### src/rtl/bl_wl_cfg_pkg.sv
// Shared types and defaults for the bit-line / word-line configuration driver.
package bl_wl_cfg_pkg;

   typedef enum logic [2:0] {
      ST_IDLE  = 3'd0,
      ST_SETUP = 3'd1,
      ST_PULSE = 3'd2,
      ST_HOLD  = 3'd3,
      ST_DONE  = 3'd4
   } state_t;

   localparam int WL_PULSE_CYCLES_DEF = 2;

   // Address width for n word lines, never narrower than one bit.
   function automatic int addr_width(input int n);
      return (n > 1) ? $clog2(n) : 1;
   endfunction

endpackage

### src/rtl/wl_onehot_decoder.sv
// Word-line index to one-hot decode with an out-of-range flag.
module wl_onehot_decoder #(
   parameter int WL_WIDTH = 8,
   parameter int AW       = 3
) (
   input  logic [AW-1:0]       addr,
   input  logic                enable,
   output logic [WL_WIDTH-1:0] wl,
   output logic                out_of_range
);

   always_comb begin
      out_of_range = (int'(addr) >= WL_WIDTH);
      wl           = '0;
      for (int i = 0; i < WL_WIDTH; i++) begin
         wl[i] = enable && (addr == AW'(i));
      end
   end

endmodule

### src/rtl/bl_wl_config_driver.sv
// Row-at-a-time bit-line/word-line programming sequencer.
// Optional even-parity check on cfg_data with BL_WL_CFG_PARITY_EN.
//
// state | meaning
// IDLE  | cfg_ready high, waiting for a row; bl and wl low
// SETUP | bl driven with row data, wl low
// PULSE | one word line high for WL_PULSE_CYCLES clocks
// HOLD  | wl low, bl still driven
// DONE  | one-cycle done pulse after the last row
module bl_wl_config_driver
   import bl_wl_cfg_pkg::*;
#(
   parameter int BL_WIDTH        = 8,
   parameter int WL_WIDTH        = 8,
   parameter int WL_PULSE_CYCLES = WL_PULSE_CYCLES_DEF
) (
   input  logic                                 prog_clk,
   input  logic                                 prog_rst_n,
   input  logic                                 cfg_valid,
   output logic                                 cfg_ready,
   input  logic [BL_WIDTH-1:0]                  cfg_data,
   input  logic [addr_width(WL_WIDTH)-1:0]      cfg_wl_addr,
   input  logic                                 cfg_last,
`ifdef BL_WL_CFG_PARITY_EN
   input  logic                                 cfg_parity,
`endif
   output logic [BL_WIDTH-1:0]                  bl,
   output logic [WL_WIDTH-1:0]                  wl,
   output logic                                 busy,
   output logic                                 done,
   output logic                                 err
);

   localparam int AW = addr_width(WL_WIDTH);
   localparam int CW = $clog2(WL_PULSE_CYCLES + 1);
   localparam logic [CW-1:0] CNT_LOAD = CW'(WL_PULSE_CYCLES - 1);

   state_t                state;
   logic [WL_WIDTH-1:0]   wl_row_q;
   logic                  last_q;
   logic                  done_seen;
   logic [CW-1:0]         cnt;
   logic                  par_bad;
   logic [WL_WIDTH-1:0]   dec_wl;
   logic                  dec_oor;

`ifdef BL_WL_CFG_PARITY_EN
   assign par_bad = (^cfg_data) != cfg_parity;
`else
   assign par_bad = 1'b0;
`endif

   // A bad row decodes to all zeros so its pulse window drives no word line.
   wl_onehot_decoder #(
      .WL_WIDTH (WL_WIDTH),
      .AW       (AW)
   ) u_dec (
      .addr         (cfg_wl_addr),
      .enable       (!par_bad),
      .wl           (dec_wl),
      .out_of_range (dec_oor)
   );

   always_ff @(posedge prog_clk or negedge prog_rst_n) begin
      if (!prog_rst_n) begin
         state     <= ST_IDLE;
         cfg_ready <= 1'b0;
         bl        <= '0;
         wl        <= '0;
         busy      <= 1'b0;
         done      <= 1'b0;
         err       <= 1'b0;
         wl_row_q  <= '0;
         last_q    <= 1'b0;
         done_seen <= 1'b0;
         cnt       <= '0;
      end else begin
         done <= 1'b0;
         case (state)
            ST_IDLE: begin
               if (cfg_valid && cfg_ready) begin
                  bl        <= cfg_data;
                  wl_row_q  <= dec_wl;
                  last_q    <= cfg_last;
                  err       <= (err & ~done_seen) | dec_oor | par_bad;
                  done_seen <= 1'b0;
                  cfg_ready <= 1'b0;
                  busy      <= 1'b1;
                  state     <= ST_SETUP;
               end else begin
                  cfg_ready <= 1'b1;
               end
            end
            ST_SETUP: begin
               wl    <= wl_row_q;
               cnt   <= CNT_LOAD;
               state <= ST_PULSE;
            end
            ST_PULSE: begin
               if (cnt == '0) begin
                  wl    <= '0;
                  state <= ST_HOLD;
               end else begin
                  cnt <= cnt - 1'b1;
               end
            end
            ST_HOLD: begin
               bl <= '0;
               if (last_q) begin
                  done  <= 1'b1;
                  state <= ST_DONE;
               end else begin
                  cfg_ready <= 1'b1;
                  busy      <= 1'b0;
                  state     <= ST_IDLE;
               end
            end
            ST_DONE: begin
               done_seen <= 1'b1;
               cfg_ready <= 1'b1;
               busy      <= 1'b0;
               state     <= ST_IDLE;
            end
            default: begin
               bl        <= '0;
               wl        <= '0;
               cfg_ready <= 1'b0;
               busy      <= 1'b0;
               state     <= ST_IDLE;
            end
         endcase
      end
   end

endmodule

### config.mk
export PLATFORM = sky130hd
export DESIGN_NAME = bl_wl_config_driver
export DESIGN_NICKNAME = d
export VERILOG_FILES = /design/src/rtl/bl_wl_cfg_pkg.sv /design/src/rtl/wl_onehot_decoder.sv /design/src/rtl/bl_wl_config_driver.sv
export SDC_FILE = /design/constraint.sdc
export NUM_CORES = 1
export LEC_CHECK = 0
export ABC_AREA = 1
export CAP_MARGIN = 20
export CORE_MARGIN = 8
export CORE_UTILIZATION = 52
export CTS_CLUSTER_SIZE = 25
export DETAILED_ROUTE_END_ITERATION = 8
export HOLD_SLACK_MARGIN = 0.02
export PLACE_DENSITY_LB_ADDON = 0.15
export REMOVE_ABC_BUFFERS = 1
export SYNTH_ARGS = -nofsm -noshare
export SYNTH_HDL_FRONTEND = slang
export SYNTH_SLANG_ARGS = --single-unit
### constraint.sdc
create_clock -name prog_clk -period 2.1 [get_ports prog_clk]
set_clock_uncertainty 0.2 [all_clocks]
set_input_delay 0.63 -clock prog_clk [delete_from_list [all_inputs] [get_ports prog_clk]]
set_output_delay 0.63 -clock prog_clk [all_outputs]
set_load 0.02 [all_outputs]
# Yosys cells after proc, flatten, opt, wreduce, memory -nomap -nowiden
# Cells that the tools add are included.
# W data, S select, Z words.
[totals]
out_inout_bits = 20
elab_cells = 69
ff_bits = 35
in_bits = 15
[classes]
n_reduce_logical = 17
mux = 20
eq_ne = 15
n_bitwise = 5
addsub = 1
[ops]
columns = ["op", "n"]
rows = [
  ["$pmux W8 S3", 1],
  ["$mux W8", 2],
  ["$pmux W8 S2", 1],
  ["$eq A3 B3 Y1 const B", 5],
  ["$reduce_and A2 Y1", 7],
  ["$eq A3 B2 Y1 const B", 4],
  ["$pmux W3 S4", 1],
  ["$mux W3", 3],
  ["$ne A2 B2 Y1 const B", 4],
  ["$mux W1", 7],
  ["$eq A3 B1 Y1 const B", 2],
  ["$logic_not A3 Y1", 2],
  ["$reduce_or A3 Y1", 2],
  ["$not A1 Y1", 4],
  ["$pmux W1 S4", 1],
  ["$pmux W2 S2", 1],
  ["$reduce_bool A2 Y1", 2],
  ["$pmux W1 S3", 1],
  ["$reduce_and A3 Y1", 1],
  ["$logic_not A2 Y1", 1],
  ["$mux W2", 1],
  ["$pmux W1 S2", 1],
  ["$reduce_or A2 Y1", 1],
  ["$sub A2 B1 Y2 const B", 1],
  ["2 further kinds", 2],
]

# Longest topological paths before layout
[depth]
depth_word = 4
depth_mapped = 6
depth_no_buf = 6

# Hierarchy
# A second synthesis with hierarchy kept.
[unflattened]
cells_unflattened = 198
hier_area_um2 = 1634.1
[by_module_without_submodules]
columns = ["mod", "seq_area_each_um2", "cells_each", "area_each_um2", "n_inst"]
rows = [
  ["bl_wl_config_driver", 875.8, 179, 1559.0, 1],
  ["wl_onehot_decoder", 0.0, 19, 75.1, 1],
]

# Worst setup path before layout
# OpenSTA, ideal clock, no wires.
[synth_path]
path_kind = "input port to flip-flop"
start = "in cfg_valid"
end = "reg bl[0]"
required_time_ps = 1783
path_buffers = 0
setup_time_ps = 117
arrival_time_ps = 1081
cell_stages = 5
slack_ps = 702
cell_sequence = "nand2_1 o21ai_1 nand3_2 nand2_1 nand2_1"
[synth_between]
elab_chain_len = 3
[synth_lines]
columns = ["item", "line_no", "source"]
rows = [
  ["from (decl)", "bl_wl_config_driver.sv:19", "input logic cfg_valid,"],
  ["$logic_and A1 B1 Y1", "bl_wl_config_driver.sv:81", "if (cfg_valid && cfg_ready) begin"],
  ["$ne A2 B2 Y1 (no source line)", "--", ""],
  ["$reduce_and A2 Y1 (no source line)", "--", ""],
  ["to (signal assigned)", "bl_wl_config_driver.sv:82", "bl <= cfg_data;"],
  ["to (decl)", "bl_wl_config_driver.sv:27", "output logic [BL_WIDTH-1:0] bl,"],
]
# No other way between the ends.
# A chain may end at the register's enable or synchronous reset.

# Worst setup path after layout
[layout_path]
start = "reg cfg_ready"
end = "out cfg_ready"
[layout_rtl]
columns = ["item", "line_no", "source"]
rows = [
  ["from (decl)", "bl_wl_config_driver.sv:20", "output logic cfg_ready,"],
  ["from (signal assigned)", "bl_wl_config_driver.sv:67", "cfg_ready <= 1'b0;"],
  ["from (signal assigned)", "bl_wl_config_driver.sv:87", "cfg_ready <= 1'b0;"],
  ["from (signal assigned)", "bl_wl_config_driver.sv:91", "cfg_ready <= 1'b1;"],
]
# No word-level cell between the ends.

==> results.json <==
{
  "antenna_left": 0,
  "p_comb_frac": 0.419,
  "highest_layer": "met4",
  "die_x_um": 68.8,
  "slew_violations": 0,
  "min-delay-start": "done_seen",
  "n_antenna_cell": 0,
  "wl_met2_um": 1450,
  "synthDistinctLibCells": 23,
  "yosysSeqAreaShare": 0.604,
  "cp_num_cells": 1,
  "cts_tree": "built",
  "io_pins": 35,
  "clk_latency_ns": 0.33,
  "stdcell_area_um2": 1870,
  "fin_crit_ns": 1.92,
  "grt_pass1_vias": 1146,
  "startpoint_type": "flip-flop",
  "cts_root_buffer": "clkbuf_4",
  "whs_path_depth": 1,
  "area_delta_synth_final_pct": 29.2,
  "max_slew.worst_pin.slew_ns": 0.265,
  "place.gp.congestion": 0.819,
  "finalCritPeriodShare": 0.916,
  "drt-vias-per-instance": 5.13,
  "path_cells": "dlygate4sd2_1",
  "ys_top_cells_by_count": "nand2_1, dfrtp_1, nand3_1",
  "synth_area_leaders": "dfrtp_1, nand2_1, nand3_1",
  "syn_inst": 156,
  "coreArea_um2": 2710,
  "tns_ns": 0,
  "grt_max_degree": 36,
  "hold_end": "err",
  "numCtsBuffers": 5,
  "seqCellArea_um2": 876,
  "clock_sinks": 35,
  "status": "finished, final reports clean",
  "slowest_stage": "dfrtp_1",
  "drt_wl_total_um": 3030,
  "critPathMaxFanout": 4,
  "reg2reg_to": "wl_row_q[6]",
  "die-height_um": 68.8,
  "layout.nets": 214,
  "grt.total_usage": 0.148,
  "rows": 19,
  "swShare": 0.416,
  "wl_met1_um": 1260,
  "cts.clk_slew.worst_paths_ns": 0.10,
  "postCtsHoldBufs": 0,
  "start_util": 0.535,
  "h-tree-depth": 2,
  "power_frac_seq": 0.438,
  "post-cts-setup-buffer-count": 0,
  "critical_path_required_ns": 1.27,
  "drc_errors": 0,
  "wl_per_cell_um": 13.2,
  "max_freq_mhz": 520,
  "setup_slack_ns": 0.177,
  "reg2reg_from": "state[0]",
  "drive_above_1_share": 0.101,
  "netlist_area_um2": 1450,
  "yosys.area.top_type_share": 0.604,
  "hpwl_um": 2270,
  "crit_family": "flip-flops",
  "first_pass_iters": 4,
  "synthArstFlopShare": 1.00,
  "cts_resized": 20,
  "intPower_w": 0.00141,
  "worst-path-buf-inv": 1,
  "r2r_cells": 5,
  "clock_path_buffers": 2,
  "multiInputGateArea_um2": 509,
  "setup-violations-final": 0,
  "reg2reg_slack_ns": 0.58,
  "dp_slack_ns": 0.0818,
  "power.switching_w": 0.00101,
  "hp-class": "reg2reg",
  "slew-limit-headroom": 0.823,
  "io_buffers": 34,
  "synth_edf_count": 0,
  "die-area_um2": 4730,
  "grt_pass1_wl_um": 5130,
  "dominantRegCellSynth": "dfrtp_1",
  "avgSynthCellArea_um2": 9.29,
  "post-synth-top-count-cell": "nand2_1",
  "powerDensity_nw_per_um2": 1290,
  "power.leakage_nw": 1.07,
  "peakVddDrop_v": 0.000994,
  "crit_type": "reg2out",
  "post-route-util": 0.691,
  "num_vias": 1180,
  "critPathMaxStageDelay_ns": 0.43,
  "wl_met3_um": 245,
  "critical_path.startpoint": "cfg_ready",
  "worstSetupEndpointType": "primary output",
  "drt-initial-drc-count": 76,
  "clock_power_share": 0.142,
  "ys_ff_latch": 35,
  "finalHoldViolations": 0,
  "arrival_ns": 1.09,
  "cap_violations": 0,
  "place_area_um2": 1850,
  "yosysWarnings": 0,
  "grt-ovfl-total": 0,
  "finalPower_w": 0.00242,
  "rsz0062_at_grt": "no",
  "fillCellCount": 247,
  "synth_area_leader_cell": "dfrtp_1",
  "antenna_found_initial": 0
}
[layer usage]
metal | GRT usage | vias to the layer above
met5 | 0 | -
met4 | 0.0877 | 0
met2 | 0.231 | 47
met3 | 0.0517 | 8
li1 | - | 586
met1 | 0.172 | 539
[cells by family (layout without fill, tap and decap cells)]
group                    Yosys count  in the layout  synth area share
flip-flops                        35             35             0.604
buffers and inverters             14             57            0.0440
AO/OA/AOI/OAI                     15             15            0.0553
adder cells (fa/ha/maj)            1              1           0.00863
AND/OR/NAND/NOR                   91             91             0.288
[registers in the layout, summed over array words and instances (netlist names)]
register / flops
bl: 8
done: 1
last_q: 1
wl_row_q: 8
cnt: 2
done_seen: 1
state: 3
cfg_ready: 1
busy: 1
err: 1
wl: 8
[how the worst max path moves through the flow]
stage / slack, ns / end
final: 0.18 / cfg_ready
after global routing: 0.12 / cfg_ready
after CTS: 0.16 / cfg_ready
after detailed placement: 0.08 / bl[5]
after global placement: 0.11 / bl[7]
after floorplan: 0.54 / err
[layout by cell type (no fill, tap or decap), drive strengths merged]
cell	n
nand2	69
dfrtp	35
dlygate4sd2	20
clkdlybuf4s50	14
nand3	14
o21ai	12
inv	12
clkbuf	7
nor2	3
buf	3
nand4	2
nand3b	2
and3	1
o21bai	1
a21boi	1
a21oi	1
ha	1
clkinv	1
[final cells by class]
type	instances	share of cell area
tap	31	0.0207
inverter	12	0.0254
timing repair buffer	37	0.187
sequential	35	0.468
clock buffer	7	0.0241
clock inverter	1	0.00267
multi-input combinational	107	0.272
[through the flow]
step	hold WS (ns)	cells
3_3_place_gp	0.238	222
6_report	0.259	230
5_1_grt	0.271	230
4_1_cts	0.263	230
2_1_floorplan	0.134	154
3_5_place_dp	0.244	222
[power groups by stage]
stage               clock (W)  combinational (W)  sequential [W]
CTS                  0.000356            0.00103         0.00106
detailed placement          0            0.00112         0.00108
global route         0.000380            0.00114         0.00109
global placement            0            0.00109         0.00107
finish               0.000345            0.00102         0.00106
floorplan                   0           0.000510         0.00121
(Power assumes the default switching activity.)
